===== src/rtl/mcpu_pkg.sv =====
// mcpu_pkg: state encodings, opcodes, ALUOp and PCSrc codes shared by the multi-cycle CPU
package mcpu_pkg;
    typedef enum logic [3:0] {
        S_IF     = 4'b0000,
        S_ID     = 4'b0001,
        S_EXE_LS = 4'b0010,
        S_MEM    = 4'b0011,
        S_WB_LD  = 4'b0100,
        S_EXE_BR = 4'b0101,
        S_EXE_AL = 4'b0110,
        S_WB_AL  = 4'b0111,
        S_HLT    = 4'b1000
    } state_t;

    localparam logic [5:0] OP_ADD   = 6'b000000;
    localparam logic [5:0] OP_SUB   = 6'b000001;
    localparam logic [5:0] OP_ADDIU = 6'b000010;
    localparam logic [5:0] OP_AND   = 6'b010000;
    localparam logic [5:0] OP_ANDI  = 6'b010001;
    localparam logic [5:0] OP_ORI   = 6'b010010;
    localparam logic [5:0] OP_SLL   = 6'b011000;
    localparam logic [5:0] OP_SLT   = 6'b100110;
    localparam logic [5:0] OP_SLTIU = 6'b100111;
    localparam logic [5:0] OP_SW    = 6'b110000;
    localparam logic [5:0] OP_LW    = 6'b110001;
    localparam logic [5:0] OP_BEQ   = 6'b110100;
    localparam logic [5:0] OP_BNE   = 6'b110101;
    localparam logic [5:0] OP_BLTZ  = 6'b110110;
    localparam logic [5:0] OP_J     = 6'b111000;
    localparam logic [5:0] OP_JR    = 6'b111001;
    localparam logic [5:0] OP_JAL   = 6'b111010;
    localparam logic [5:0] OP_HALT  = 6'b111111;

    localparam logic [2:0] ALU_ADD  = 3'b000;
    localparam logic [2:0] ALU_SUB  = 3'b001;
    localparam logic [2:0] ALU_SLT  = 3'b010;
    localparam logic [2:0] ALU_SLTU = 3'b011;
    localparam logic [2:0] ALU_AND  = 3'b100;
    localparam logic [2:0] ALU_OR   = 3'b101;
    localparam logic [2:0] ALU_SLL  = 3'b110;

    localparam logic [1:0] PC_SEQ = 2'b00;
    localparam logic [1:0] PC_BR  = 2'b01;
    localparam logic [1:0] PC_RS  = 2'b10;
    localparam logic [1:0] PC_JMP = 2'b11;

    function automatic logic is_alu(input logic [5:0] op);
        return op inside {OP_ADD, OP_SUB, OP_ADDIU, OP_AND, OP_ANDI, OP_ORI, OP_SLL, OP_SLT, OP_SLTIU};
    endfunction

    function automatic logic is_branch(input logic [5:0] op);
        return op inside {OP_BEQ, OP_BNE, OP_BLTZ};
    endfunction

    // Branches compare by subtraction; loads/stores add the offset to the base
    function automatic logic [2:0] alu_code(input logic [5:0] op);
        return (op inside {OP_SUB, OP_BEQ, OP_BNE, OP_BLTZ}) ? ALU_SUB :
               (op == OP_SLT)                      ? ALU_SLT :
               (op == OP_SLTIU)                    ? ALU_SLTU :
               (op inside {OP_AND, OP_ANDI})       ? ALU_AND :
               (op == OP_ORI)                      ? ALU_OR :
               (op == OP_SLL)                      ? ALU_SLL : ALU_ADD;
    endfunction
endpackage


===== src/rtl/multicycle_ctrl.sv =====
// multicycle_ctrl: state sequencer and strobe decoder for the multi-cycle CPU
module multicycle_ctrl
    import mcpu_pkg::*;
#(
    parameter int CNT_W = 16
) (
    input  logic             CLK,
    input  logic             Reset,
    input  logic [5:0]       opcode,
    input  logic             zero,
    input  logic             sign,
    output logic             PCWre,
    output logic             IRWre,
    output logic             InsMemRW,
    output logic             ALUSrcA,
    output logic             ALUSrcB,
    output logic [2:0]       ALUOp,
    output logic             ExtSel,
    output logic [1:0]       RegDst,
    output logic             WrRegDSrc,
    output logic             DBDataSrc,
    output logic             RegWre,
    output logic             mRD,
    output logic             mWR,
    output logic [1:0]       PCSrc,
    output logic [3:0]       state,
    output logic [CNT_W-1:0] retired
);
    state_t st, st_nxt;
    logic   jump_op, taken, dp_on;

    assign jump_op = opcode inside {OP_J, OP_JR, OP_JAL};
    assign taken   = (opcode == OP_BEQ && zero) || (opcode == OP_BNE && !zero) || (opcode == OP_BLTZ && sign);
    assign dp_on   = st inside {S_EXE_AL, S_WB_AL, S_EXE_BR, S_EXE_LS, S_MEM, S_WB_LD};
    assign state   = st;

    // State register and retired-instruction counter
    always_ff @(posedge CLK) begin
        if (Reset) begin
            st      <= S_IF;
            retired <= '0;
        end else begin
            st      <= st_nxt;
            retired <= PCWre ? retired + CNT_W'(1) : retired;
        end
    end

    // Next-state sequencing; undefined opcodes fall back to IF as a NOP
    always_comb begin
        case (st)
            S_IF:     st_nxt = S_ID;
            S_ID:     st_nxt = is_alu(opcode)    ? S_EXE_AL :
                               is_branch(opcode) ? S_EXE_BR :
                               (opcode inside {OP_SW, OP_LW}) ? S_EXE_LS :
                               (opcode == OP_HALT) ? S_HLT : S_IF;
            S_EXE_AL: st_nxt = S_WB_AL;
            S_EXE_LS: st_nxt = S_MEM;
            S_MEM:    st_nxt = (opcode == OP_LW) ? S_WB_LD : S_IF;
            S_HLT:    st_nxt = S_HLT;
            default:  st_nxt = S_IF;
        endcase
    end

    // Strobe and mux-select decode; write strobes are suppressed while Reset is high
    always_comb begin
        InsMemRW  = 1'b1;
        ALUSrcA   = dp_on && opcode == OP_SLL;
        ALUSrcB   = dp_on && (opcode inside {OP_ADDIU, OP_ANDI, OP_ORI, OP_SLTIU, OP_SW, OP_LW});
        ALUOp     = dp_on ? alu_code(opcode) : ALU_ADD;
        ExtSel    = dp_on && !(opcode inside {OP_ANDI, OP_ORI, OP_SLTIU});
        RegDst    = (st == S_WB_AL) ? ((opcode inside {OP_ADD, OP_SUB, OP_AND, OP_SLL, OP_SLT}) ? 2'b10 : 2'b01) :
                    (st == S_WB_LD) ? 2'b01 : 2'b00;
        WrRegDSrc = st inside {S_WB_AL, S_WB_LD};
        DBDataSrc = st == S_WB_LD;
        mRD       = st == S_MEM && opcode == OP_LW;
        PCSrc     = (st == S_ID) ? ((opcode == OP_JR) ? PC_RS : (opcode inside {OP_J, OP_JAL}) ? PC_JMP : PC_SEQ) :
                    (st == S_EXE_BR && taken) ? PC_BR : PC_SEQ;
        IRWre     = !Reset && st == S_IF;
        PCWre     = !Reset && ((st == S_ID && jump_op) || st == S_EXE_BR || (st == S_MEM && opcode == OP_SW) ||
                               st == S_WB_AL || st == S_WB_LD);
        RegWre    = !Reset && (st == S_WB_AL || st == S_WB_LD || (st == S_ID && opcode == OP_JAL));
        mWR       = !Reset && st == S_MEM && opcode == OP_SW;
    end
endmodule


===== config.mk =====
export PLATFORM = sky130hd
export DESIGN_NAME = multicycle_ctrl
export DESIGN_NICKNAME = d
export VERILOG_FILES = /design/src/rtl/mcpu_pkg.sv /design/src/rtl/multicycle_ctrl.sv
export SDC_FILE = /design/constraint.sdc
export NUM_CORES = 1
export LEC_CHECK = 0
export ABC_AREA = 0
export CORE_MARGIN = 3
export CORE_UTILIZATION = 60
export DETAILED_ROUTE_END_ITERATION = 10
export DONT_BUFFER_PORTS = 1
export PLACE_DENSITY = 0.76
export SYNTH_ARGS = -nofsm -noshare
export SYNTH_HDL_FRONTEND = slang
export SYNTH_SLANG_ARGS = --single-unit

===== constraint.sdc =====
create_clock -name CLK -period 6.33 [get_ports CLK]
set_input_delay 1.5825 -clock CLK [delete_from_list [all_inputs] [get_ports CLK]]
set_output_delay 1.5825 -clock CLK [all_outputs]
set_load 0.1 [all_outputs]

Word level (Yosys, flattened, before mapping)
Index checks and enable logic that the tools add are counted.
{"block": "word_totals", "register_bits": 20, "in_bits": 10, "out_inout_bits": 38, "word_cells": 89}
{"block": "classes", "addsub": 1, "eq_ne": 25, "mux": 20, "reduce_logical": 41}
{"op": "6-bit == test, second input constant", "count": 11}
{"op": "6-bit by 5-bit == test with 1-bit output, second input constant", "count": 4}
{"op": "3-bit two-way mux", "count": 8}
{"op": "4-bit one-hot mux with 6 select lines", "count": 1}
{"op": "16-bit by 1-bit adder with 16-bit output, second input constant", "count": 1}
{"op": "4-bit by 3-bit == test with 1-bit output, second input constant", "count": 4}
{"op": "1-bit logical AND", "count": 16}
{"op": "4-bit two-way mux", "count": 4}
{"op": "6-bit nonzero test", "count": 2}
{"op": "2-bit two-way mux", "count": 5}
{"op": "3-bit nonzero test", "count": 3}
{"op": "9-bit nonzero test", "count": 1}
{"op": "4-bit by 2-bit == test with 1-bit output, second input constant", "count": 2}
{"op": "1-bit logical OR", "count": 8}
{"op": "2-bit nonzero test", "count": 4}
{"op": "6-bit by 1-bit == test with 1-bit output, second input constant", "count": 1}
{"op": "6-bit by 2-bit == test with 1-bit output, second input constant", "count": 1}
{"op": "6-bit zero test", "count": 1}
{"op": "5-bit nonzero test", "count": 1}
{"op": "4-bit by 1-bit == test with 1-bit output, second input constant", "count": 1}
{"op": "4-bit == test, second input constant", "count": 1}
{"op": "4-bit zero test", "count": 1}
{"op": "4-bit nonzero test", "count": 1}
{"op": "1-bit zero test", "count": 3}
{"op": "1-bit two-way mux", "count": 2}

Logic depth before layout (Yosys ltp)
{"block": "depth", "word_depth": 8, "depth_mapped": 8}

Worst setup path after synthesis
Ideal clock, no wire load.
{"block": "synth_timing", "kind": "input -> output", "from": "input port opcode[2]", "to": "output port mWR", "t_arrival_ps": 4997, "t_required_ps": 4747, "slack_ps": -250, "path_stages": 4, "path_buffers": 0, "cell_sequence": "and4bb_2 nor2b_1 nand4_1 nor4_1"}
{"block": "synth_between", "elab_chain_len": 2}
{"item": "start: declaration", "line": "multicycle_ctrl.sv:9", "rtl": "input logic [5:0] opcode,"}
{"item": "6-bit == test", "line": "multicycle_ctrl.sv:82", "rtl": "mWR = !Reset && st == S_MEM && opcode == OP_SW;"}
{"item": "1-bit logical AND", "line": "multicycle_ctrl.sv:82"}
{"item": "end: declaration", "line": "multicycle_ctrl.sv:24", "rtl": "output logic mWR,"}
Every way passes these cells.

Final worst setup path
{"block": "layout_timing", "from": "input port opcode[5]", "to": "output port ExtSel"}
{"block": "layout_between", "elab_chain_len": 4}
{"item": "6-bit by 5-bit == test with 1-bit output or 6-bit == test (tied branches)", "line": "multicycle_ctrl.sv:70", "rtl": "ExtSel = dp_on && !(opcode inside {OP_ANDI, OP_ORI, OP_SLTIU});"}
{"item": "3-bit nonzero test *", "line": "multicycle_ctrl.sv:70"}
{"item": "1-bit zero test *", "line": "multicycle_ctrl.sv:70"}
{"item": "1-bit logical AND *", "line": "multicycle_ctrl.sv:70"}
{"item": "end: declaration", "line": "multicycle_ctrl.sv:18", "rtl": "output logic ExtSel,"}
Mark *: on every way between the ends. The rest lies on a longest branch, timed or not.

==> key figures <==
Global route
  • All-layer global routing usage: between 20% and 30%
  • First-pass GRT wire length: 6230 µm
  • Initial antenna violation count: 0
  • Total grt overflow: 0
  • Vias in the first global route: 1317
  • Largest net degree at the start of global routing: 32

Detailed routing
  • Final WL: approximately 3900 µm
  • TritonRoute pass-1 iters: 5
  • Routed wire per std cell: ~18 µm
  • Vias/cell: between 7 and 8
  • DRC: 0
  • Routed Antenna Nets: 0
  • 1st-iter DRT viols: 73
  • Total number of vias: 1542

Synth
  • Post-Synthesis Cells: 189
  • Synth cell types: 48
  • Post-synth EDFFs: 0
  • Synthesized area: 1396 µm²
  • Post-synth top area share: roughly 29%
  • Post-Syn Area per Cell: 7.388 µm²
  • Yosys Warn Count: 0
  • Post-synthesis net count: 200
  • Top cells by area, synth: dfxtp_1 (29%), a21oi_1 (5.7%), o21ai_0 (5.0%)
  • Predominant post-synthesis flop cell: dfxtp_1
  • Synth top cells by count: dfxtp_1 (20), a21oi_1 (16), o21ai_0 (14)
  • Asr flop ratio synth: 0%
  • Area leader, netlist: dfxtp_1
  • Synth Register Bits: 20
  • Seq/Total Area, Yosys: 28.67%
  • Top-count cell post-synth: dfxtp_1

Critical path
  • Element type at the critical path end: output port
  • Critical path launch point type: input port
  • CP required: 4.75 ns
  • Worst-path fanout max: 11
  • WS Path Type: input port to output port
  • WP data arrival: 3.33 ns

Clocking
  • CTS tree: built
  • Clk slew on worst S/H paths: 0.11 ns
  • Max H-tree Level: 1
  • Hold buffers post-CTS: 0
  • Root Buffer: clkbuf_4
  • Clock sinks: 20
  • Post-CTS setup buffer count: 0
  • Clk_lat worst skew: roughly 0.31 ns
  • Num CTS Buffers: 3
  • Post_cts resized: 0
  • Largest buffer count on any clock path: 2

Timing
  • Final Hold Fails: 0
  • Final critical-path required period: 4.915 ns
  • Final clock skew: approximately 0.0015 ns
  • Slew @ Worst Pin: between 1 and 1.5 ns
  • Final setup fails: 0
  • Max Freq: 203.5 MHz
  • Setup TNS: 0 ns
  • Relative slew slack: around 21%
  • Period utilization: 77.64%
  • RSZ-0062 raised after global routing: false
  • Max-slew violations: 0

Floorplan
  • Die H: 54.24 µm
  • Starting Density: between 60% and 70%
  • IO Pins: 48
  • Die extent in x: roughly 54 µm
  • Area of the core: 2082 µm²
  • Cell row count: 16
  • Die ar.: 2942 µm²

Min path
  • Worst Hold Class: register to register

Cells and area
  • Antenna Cells: 0
  • Syn-to-layout area delta: 19.09%
  • Net count, final: just over 200
  • Layout cell share with drive strength beyond 1: 18.75%
  • Fill cells: about 140

Placement
  • PortBufs: 0
  • DP HPWL: 2847 µm
  • Final Wtd Congestion: between 0.8 and 0.9

Flow run
  • Max-cap violations: 0

Power
  • Peak supply drop: 0.0001529 V
  • Pwr Total: 0.0002645 W
  • PD cells: roughly 160 nW/µm²
  • Leak pwr: between 0.5 and 0.6 nW

Status
  • Status: finished clean
[area by class of cell]
type                            count  area (µm²)  share of cell area (%)
Tap cell                           27       33.78                   2.032
Sequential cell                    20       400.4                   24.08
Multi-Input combinational cell    150        1002                   60.27
Clock buffer                        4       36.28                   2.182
Timing Repair Buffer               14       175.2                   10.53
Inverter                            4       15.01                  0.9029
[worst max-delay path, cell delays in order]
cell     delay [ns]
nand2_1        0.13
nor2_1         0.08
o21ai_0        0.35
o21ai_0        0.25
a21oi_2        0.94
[final timing paths]
kind	start	end	slack, ns	cells after the start
max	opcode[5]	ExtSel	1.42	5
max reg2reg	retired[3]	retired[15]	3.33	5
min	state[2]	state[3]	0.80	2
min reg2reg	state[2]	state[3]	0.80	2
[logic make-up after synthesis]
logic type | synth area share [%]
AO/OA/AOI/OAI | 25.72
XOR/XNOR | 1.255
adder cells (fa/ha/maj) | 1.613
buffers and inverters | 5.645
flip-flops | 28.67
multiplexers | 1.434
other | 0.2686
AND/OR/NAND/NOR | 35.40
[layout by cell type (no fill, tap or decap), types with 2 or more instances in the layout]
| cell | instances |
|---|---|
| or4_1 | 6 |
| o31ai_1 | 6 |
| or3_1 | 8 |
| nor3_1 | 6 |
| nor2_1 | 7 |
| inv_1 | 4 |
| o31a_1 | 3 |
| nor2_2 | 6 |
| a21oi_2 | 2 |
| buf_4 | 10 |
| nand2_1 | 13 |
| clkbuf_16 | 4 |
| a22oi_1 | 2 |
| o21ai_0 | 14 |
| nor2b_1 | 4 |
| nand2b_1 | 4 |
| o211a_1 | 2 |
| and4_1 | 2 |
| nand3_1 | 9 |
| nand4_1 | 6 |
| clkbuf_4 | 3 |
| mux2i_1 | 2 |
| a21oi_1 | 14 |
| nor4_1 | 3 |
| dfxtp_1 | 20 |
| nor3_2 | 4 |
[through the flow]
step,setup slack (ns),std cells,area [µm²],utilization (%),hold slack [ns]
global placement,1.582,215,1627,78.13,0.7735
global route,1.357,219,1663,79.87,0.8343
CTS,1.472,219,1663,79.87,0.8018
floorplan,0.2247,189,1409,-,0.9350
detailed placement,1.473,215,1627,78.13,0.7856
finish,1.415,219,1663,79.87,0.7976
[registers in the layout, summed over array words and instances, names as in the netlist]
signal and flops:
retired 16, state 4
[layer usage]
metal	wire length (µm)	up-vias	track usage (%)
met3	483	4	9.537
met1	1566	701	38.05
met5	0	-	0
met2	1850	110	45.82
met4	30	0	9.544
li1	-	727	-
[where the power goes]
| part | switching, W | total (W) | internal [W] |
|---|---|---|---|
| logic | 0.0000438 | 0.0000584 | 0.0000146 |
| clock network | 0.0000408 | 0.0000759 | 0.0000352 |
| registers | 0.00000306 | 0.000130 | 0.000127 |
Note: power is estimated with default switching activity, not from simulation.
